## config.mk

```make
export PLATFORM = sky130hd
export DESIGN_NAME = drenador_salidas
export DESIGN_NICKNAME = d
export VERILOG_FILES = /design/src/rtl/drenador_salidas.sv
export SDC_FILE = /design/constraint.sdc
export NUM_CORES = 1
export LEC_CHECK = 0
export CORE_UTILIZATION = 35
export DETAILED_ROUTE_END_ITERATION = 10
export DONT_BUFFER_PORTS = 1
export MAX_ROUTING_LAYER = met4
export PLACE_DENSITY_LB_ADDON = 0.3
export SETUP_SLACK_MARGIN = 0.02
export SLEW_MARGIN = 30
export SYNTH_ARGS = -nofsm -noshare
export SYNTH_HDL_FRONTEND = slang
export SYNTH_SLANG_ARGS = --single-unit
```

## constraint.sdc

```tcl
create_clock -name clk -period 3.3 [get_ports clk]
set_input_delay 0.66 -clock clk [delete_from_list [all_inputs] [get_ports clk]]
set_output_delay 0.66 -clock clk [all_outputs]
set_load 0.01 [all_outputs]
```

## src/rtl/drenador_salidas.sv

```systemverilog
// -----------------------------------------------------------------------------
// drenador_salidas
//
// Egress drain for the four output FIFOs of the routing arbiter. Every cycle
// the single-entry egress register can take a word, one non-empty FIFO is
// popped in round-robin order, starting after the port served last. The popped
// word is loaded into the egress register and offered downstream with a
// valid/ready handshake. A free-running counter per port tracks how many words
// have been drained from it.
//
// Ports
//   clk                 rising-edge clock
//   reset_L             synchronous, active-low reset
//   empty_p0..empty_p3  FIFO empty flags (head word valid while 0)
//   data_p0..data_p3    FIFO head words (show-ahead)
//   ready_in            downstream accepts data_out this cycle
//   pop_p0..pop_p3      combinational pop strobes, at most one high
//   data_out            registered egress word
//   valid_out           data_out holds a word not yet accepted
//   cnt_p0..cnt_p3      words drained per port, wrapping
//   idle                all FIFOs empty and egress register empty
// -----------------------------------------------------------------------------
module drenador_salidas #(
    parameter int DATA_WIDTH = 10,
    parameter int CNT_WIDTH  = 8
) (
    input  logic                  clk,
    input  logic                  reset_L,
    input  logic                  empty_p0,
    input  logic                  empty_p1,
    input  logic                  empty_p2,
    input  logic                  empty_p3,
    input  logic [DATA_WIDTH-1:0] data_p0,
    input  logic [DATA_WIDTH-1:0] data_p1,
    input  logic [DATA_WIDTH-1:0] data_p2,
    input  logic [DATA_WIDTH-1:0] data_p3,
    input  logic                  ready_in,
    output logic                  pop_p0,
    output logic                  pop_p1,
    output logic                  pop_p2,
    output logic                  pop_p3,
    output logic [DATA_WIDTH-1:0] data_out,
    output logic                  valid_out,
    output logic [CNT_WIDTH-1:0]  cnt_p0,
    output logic [CNT_WIDTH-1:0]  cnt_p1,
    output logic [CNT_WIDTH-1:0]  cnt_p2,
    output logic [CNT_WIDTH-1:0]  cnt_p3,
    output logic                  idle
);

    localparam int NUM_PORTS = 4;

    // ------------------------------------------------------------------
    // State
    // ------------------------------------------------------------------
    logic                  valid_q, valid_d;
    logic [DATA_WIDTH-1:0] data_q,  data_d;
    logic [1:0]            last_q,  last_d;
    logic [CNT_WIDTH-1:0]  cnt_q [NUM_PORTS];
    logic [CNT_WIDTH-1:0]  cnt_d [NUM_PORTS];

    // ------------------------------------------------------------------
    // Port bundling so the arbiter can index by port number
    // ------------------------------------------------------------------
    logic [NUM_PORTS-1:0]  eligible;
    logic [DATA_WIDTH-1:0] head_word [NUM_PORTS];

    assign eligible = {~empty_p3, ~empty_p2, ~empty_p1, ~empty_p0};

    always_comb begin
        head_word[0] = data_p0;
        head_word[1] = data_p1;
        head_word[2] = data_p2;
        head_word[3] = data_p3;
    end

    // ------------------------------------------------------------------
    // Round-robin arbitration
    // The slot is free when the register is empty or is being drained
    // this cycle, so an accept and a reload can happen together.
    // ------------------------------------------------------------------
    logic       slot_free;
    logic       grant_found;
    logic [1:0] grant_idx;
    logic       pop_fire;
    logic [3:0] pop_vec;

    assign slot_free = !valid_q || ready_in;

    always_comb begin
        logic [1:0] cand;
        // NOTE: every variable assigned in an always_comb gets a default
        // first, so no path leaves it unassigned and no latch is inferred.
        grant_found = 1'b0;
        grant_idx   = last_q;
        cand        = last_q;
        // Search last+1, last+2, last+3, then last itself; the 2-bit sum
        // wraps mod 4, and k = 4 lands back on last.
        for (int k = 1; k <= NUM_PORTS; k++) begin
            cand = last_q + 2'(k);
            if (!grant_found && eligible[cand]) begin
                grant_found = 1'b1;
                grant_idx   = cand;
            end
        end
    end

    // Reset gates the pop strobes so no FIFO loses a word during a reset
    // cycle; the egress register is cleared at the same edge.
    assign pop_fire = reset_L && slot_free && grant_found;
    assign pop_vec  = pop_fire ? (4'b0001 << grant_idx) : 4'b0000;

    assign pop_p0 = pop_vec[0];
    assign pop_p1 = pop_vec[1];
    assign pop_p2 = pop_vec[2];
    assign pop_p3 = pop_vec[3];

    // ------------------------------------------------------------------
    // Next-state logic
    // ------------------------------------------------------------------
    always_comb begin
        valid_d = valid_q;
        data_d  = data_q;
        last_d  = last_q;
        cnt_d   = cnt_q;
        if (pop_fire) begin
            data_d             = head_word[grant_idx];
            valid_d            = 1'b1;
            last_d             = grant_idx;
            // Counter wraps silently at 2^CNT_WIDTH.
            cnt_d[grant_idx]   = cnt_q[grant_idx] + CNT_WIDTH'(1);
        end else if (valid_q && ready_in) begin
            // Word accepted with nothing to replace it; data_q keeps its
            // last value, only the valid flag drops.
            valid_d = 1'b0;
        end
    end

    // ------------------------------------------------------------------
    // State register with synchronous active-low reset. last resets to 3
    // so port 0 is first in the search order after reset. A word held at
    // reset is dropped, not retried.
    // ------------------------------------------------------------------
    always_ff @(posedge clk) begin
        // NOTE: sequential state uses non-blocking assignments so every
        // flop samples the pre-edge values regardless of statement order.
        if (!reset_L) begin
            valid_q <= 1'b0;
            data_q  <= '0;
            last_q  <= 2'd3;
            for (int i = 0; i < NUM_PORTS; i++) begin
                cnt_q[i] <= '0;
            end
        end else begin
            valid_q <= valid_d;
            data_q  <= data_d;
            last_q  <= last_d;
            cnt_q   <= cnt_d;
        end
    end

    // ------------------------------------------------------------------
    // Outputs
    // ------------------------------------------------------------------
    assign data_out  = data_q;
    assign valid_out = valid_q;
    assign cnt_p0    = cnt_q[0];
    assign cnt_p1    = cnt_q[1];
    assign cnt_p2    = cnt_q[2];
    assign cnt_p3    = cnt_q[3];
    assign idle      = empty_p0 && empty_p1 && empty_p2 && empty_p3 && !valid_q;

endmodule

```

==> flow_summary.ini, run 1 <==
[clock_tree]
post-cts-setup-buffers = 0
cts-root-buf = clkbuf_8
cts_made_buffers = 5
clock-sinks = 45
clock_latency_ps = 300
hold_buffers = 0
clk_path_buf_depth = 2
cts.clk_slew.worst_paths_ps = 90
ctsResizeCount = 0
cts_tree = done
cts_max_level = 2

[sta]
finClkSkew_ps = 6.64
drv_slew = 0
fin_crit_sh_pct = 81.8
slew_headroom_pct = 66.1
fin_setup_tns_ps = 0
setup_ws_ps = 600
hold_violations = 0
tightest_slew_ps = 508
fmax_mhz = 370
fin_crit_ps = 2700
setup_viol = 0
rsz0062_at_grt = false
whs_ps = 496

[run_status]
status = completed

[logic_synthesis]
ys_ff_latch = 45
yosysSeqAreaShare_pct = 38.9
synth-edff-count = 0
yosysWarnings = 0
synth_common_cells = dfxtp_1 (45), nor2_1 (45), nand2_1 (39)
netlist_instances = 292
yosysUniqueCellTypes = 38
syn-num-nets = 340
yosysTopAreaCellShare_pct = 38.9
yosysTopAreaCell = dfxtp_1
async_reset_ff_share_pct = 0
synth_area_leaders = dfxtp_1 (39%), mux2i_1 (8.6%), nor2_1 (7.3%)
syn_area_um2 = 2320
avgSynthCellArea_um2 = 7.94
synth_flop_cell = dfxtp_1

[routing]
first_pass_iters = 4
viasPerCell = 5.66
drc = 0
detail_route.wl_per_cell_um = 16.8
num_vias = 2071
drt-total-wl_mm = 6.17
drt-initial-drc-count = 59
drtAntennaViolNets = 0

[cells_and_area]
antenna_cells = 0
nets = 336
fillCellCount = 684
final_layout_size_suffix_gt1_share_pct = 9.00
syn_to_final_growth_pct = 7.56

[setup_path]
critPathMaxFanout = 11
worstSetupPathType = reg -> out
required_ps = 2640
cp_data_arrival_time_ps = 2040
worst_path_max_delay_cell = dfxtp_1
cp.buffers_inverters = 2
path_cells = nor2_1, o21bai_1, nand3_2, buf_4, nand3_1, inv_1
cpPeakStageDelay_ps = 450
crit_family = simple AND/OR/NAND/NOR gates
cp-start-kind = register
end_kind = output pin

[floorplanning]
core_area_um2 = 6390
initial_utilization_pct = 36.3
ios = 95
die_w_um = 83.4
rows = 29
die-area_um2 = 6950
dieHeight_um = 83.4

[global_routing]
track_usage_pct = 18.1
grt_pass1_wl_mm = 9.77
grt_max_degree = 33
antenna_found_initial = 0
overflow = 0
grt_pass1_vias = 1884

[power_and_ir_drop]
total_power_uw = 1400
power_density_nw_per_um2 = 562
p_leak_uw = 0.000928
irDropWorstVdd_v = 0.000223

[flow_run]
drv_cap = 0

[placement]
dp_slack_ps = 392
gp_congestion = 0.797
hpwl_mm = 4.41
port_buffers = 0

[worst_hold_path]
hp-class = in -> reg
==> cells by family after synthesis <==
logic type / share of synthesized area, %
flip-flops: 38.9
AND/OR/NAND/NOR: 22.1
AO/OA/AOI/OAI: 21.0
XOR/XNOR: 1.13
buffers and inverters: 4.32
multiplexers: 12.0
adder cells (fa/ha/maj): 0.540
==> layout make-up <==
cell class              count  area, um2  share of cell area, %
repair buffers              9       67.6                   2.71
clock inverters             2       17.5                  0.703
clock buffers               6       82.6                   3.31
multi-input cells         224       1320                   52.8
well taps                  77       96.3                   3.87
flip-flops and latches     45        901                   36.1
inverters                   3       11.3                  0.452
==> report_power, final <==
part	internal (uW)	switching, uW	total, uW
logic	134	212	347
registers	602	76.1	678
clock network	174	202	376
total	910	490	1400
==> flip-flops by register name, summed over array words and instances, names as in the netlist <==
name       cells
data_out      10
cnt_p0         8
cnt_p1         8
cnt_p2         8
cnt_p3         8
last_q         2
valid_out      1
==> layout by cell type (no fill, tap or decap) <==
cell and count:
a211oi_1 8, a21oi_1 11, a2bb2oi_2 1, a31oi_1 8, and3_1 1, buf_4 9
clkbuf_8 6, clkinv_4 1, dfxtp_1 45, ha_1 1, inv_1 3, inv_6 1
mux2_4 1, mux2i_1 20, mux2i_2 3, mux2i_4 1, nand2_1 39, nand2_2 1
nand2b_1 2, nand3_1 17, nand3_2 1, nand4_1 2, nand4_2 1, nor2_1 45
nor2b_1 4, nor4_1 1, o211ai_1 10, o21ai_0 28, o21ai_1 3, o21bai_1 1
o2bb2ai_1 1, o311ai_0 2, o31a_1 2, o31ai_1 1, o41ai_1 2, or3_1 2
or4_1 1, xnor2_1 1, xor2_1 2
==> worst paths after layout <==
check | start | to | slack, ps | cells after the start
worst max-delay path | last_q[0]$_SDFFE_PN1P_ | pop_p3 | 600 | 6
worst min-delay path | reset_L | cnt_p3[5]$_SDFFE_PN0P_ | 500 | 2
worst max register to register | last_q[0]$_SDFFE_PN1P_ | cnt_p3[7]$_SDFFE_PN0P_ | 630 | 7
worst min register to register | data_out[1]$_SDFFE_PN0P_ | data_out[1]$_SDFFE_PN0P_ | 500 | 2
==> per-layer routing <==
layer	GRT usage (%)	vias to the layer above	wire length (um)
met3	5.37	5	474
met1	21.5	960	2720
met5	-	-	0
li1	-	1028	-
met2	30.4	78	2940
met4	3.76	0	36
==> through the flow <==
stage | instances | cell area (um2) | utilization (%)
final | 366 | 2490 | 39.0
after global routing | 366 | 2490 | 39.0
after CTS | 366 | 2490 | 39.0
after detailed placement | 358 | 2390 | 37.5
after global placement | 358 | 2390 | 37.5
after floorplan | 292 | 2320 | -
Note: power is estimated with default switching activity, not from simulation.
==> inputs of run 2 (changes only) <==
clock period = 2.3 ns   (was 3.3 ns; I/O delays follow)
==> flow_summary.ini, run 2 (same netlist as run 1, synthesis figures left out) <==
[sta]
fin_crit_sh_pct = 97.8
rsz0062_at_grt = true
setup_ws_ps = 50.2
slew_headroom_pct = 61.0
fin_crit_ps = 2250
setup_viol = 0
fmax_mhz = 444
drv_slew = 0
tightest_slew_ps = 585
hold_violations = 0
finClkSkew_ps = 10.1

[clock_tree]
clk_path_buf_depth = 2
cts_tree = done
cts_made_buffers = 5
cts.clk_slew.worst_paths_ps = 100
clock_latency_ps = 300
clock-sinks = 45
cts-root-buf = clkbuf_8
cts_max_level = 2

[routing]
num_vias = 2175
drtAntennaViolNets = 0
first_pass_iters = 4
drt-initial-drc-count = 64
viasPerCell = 5.59
drt-total-wl_mm = 6.29
detail_route.wl_per_cell_um = 16.2
drc = 0

[floorplanning]
rows = 29
core_area_um2 = 6390
initial_utilization_pct = 36.3
ios = 95
die-area_um2 = 6950
dieHeight_um = 83.4
die_w_um = 83.4

[global_routing]
grt_pass1_vias = 2065
grt_max_degree = 33
antenna_found_initial = 0
overflow = 0
grt_pass1_wl_mm = 10.1
track_usage_pct = 18.4

[cells_and_area]
mostFrequentLayoutCells = nor2_1 (45), dfxtp_1 (43), nand2_1 (38), buf_4 (29), o21ai_0 (28)
instances_no_fill = 389
largest_reg_flops = 10
mostFrequentLayoutCell = nor2_1
final_layout_size_suffix_gt1_share_pct = 22.4
fillCellCount = 637
finalInstanceArea_um2 = 2830
nets = 359
syn_to_final_growth_pct = 22.2
antenna_cells = 0

[flow_run]
drv_cap = 0

[worst_hold_path]
hp-class = in -> reg

[setup_path]
required_ps = 2540
cp-start-kind = register
cp_data_arrival_time_ps = 2490
worstSetupPathType = reg -> reg
critPathMaxFanout = 6
end_kind = register

[power_and_ir_drop]
power_density_nw_per_um2 = 746
p_leak_uw = 0.00107
irDropWorstVdd_v = 0.000389
total_power_uw = 2110

[placement]
gp_congestion = 0.779
postPlaceCellArea_um2 = 2530
port_buffers = 0
dp_slack_ps = -114
hpwl_mm = 4.42
place_inst = 371

[run_status]
status = completed
[run 2: cell type report]
type | count | area, um2 | area share [%]
well taps | 77 | 96.3 | 3.40
clock inverters | 3 | 25.0 | 0.884
clock buffers | 5 | 68.8 | 2.43
flip-flops and latches | 45 | 908 | 32.1
repair buffers | 31 | 249 | 8.79
multi-input cells | 225 | 1470 | 52.0
inverters | 3 | 11.3 | 0.398
[run 2: critical path, stage by stage, from the launching register on]
cell and delay [ps]:
dfxtp_4 380, a2bb2oi_4 160, mux2_4 340, mux2i_1 140, mux2i_2 290, buf_4 180
nand3_4 70, or4_4 500, a21oi_2 120
[run 2: power by group]
| part | internal, uW | switching, uW |
|---|---|---|
| Combinational | 275 | 336 |
| Sequential | 865 | 115 |
| Clock | 222 | 299 |
| Total | 1360 | 750 |
[run 2: through the flow]
| step | utilization, % | TNS, ps | hold slack [ps] |
|---|---|---|---|
| 6_report | 44.3 | 0 | 285 |
| 5_1_grt | 44.3 | -6.29 | 271 |
| 4_1_cts | 42.1 | 0 | 275 |
| 3_5_place_dp | 39.7 | -177 | 500 |
| 3_3_place_gp | 39.7 | -83.7 | 490 |
| 2_1_floorplan | - | -294 | 480 |
[run 2: per-layer routing]
metal / track usage [%] / share of wire, % / vias up
met4: 3.61 / 0.29 / 0
met2: 30.3 / 48 / 77
met1: 21.8 / 43 / 1014
met5: - / 0 / -
li1: - / - / 1082
met3: 6.36 / 8.1 / 2
[run 2: final timing paths]
| kind | startpoint | cells after the start | slack (ps) | end |
|---|---|---|---|---|
| worst min-delay path | reset_L | 2 | 280 | cnt_p3[6]$_SDFFE_PN0P_ |
| worst max register to register | last_q[0]$_SDFFE_PN1P_ | 8 | 50 | cnt_p3[7]$_SDFFE_PN0P_ |
| worst max-delay path | last_q[0]$_SDFFE_PN1P_ | 8 | 50 | cnt_p3[7]$_SDFFE_PN0P_ |
| worst min register to register | data_out[0]$_SDFFE_PN0P_ | 2 | 510 | data_out[0]$_SDFFE_PN0P_ |
[run 2: repair_timing]
| item | CTS | global route |
|---|---|---|
| setup endpoints to repair | 14 | 18 |
| buffers inserted | 3 | 6 |
| hold buffers | 0 | 0 |
| gates resized for setup | 7 | 20 |
| endpoints found under the hold margin | 0 | 0 |
| pin swaps | 0 | 8 |
| gates cloned | 1 | 0 |
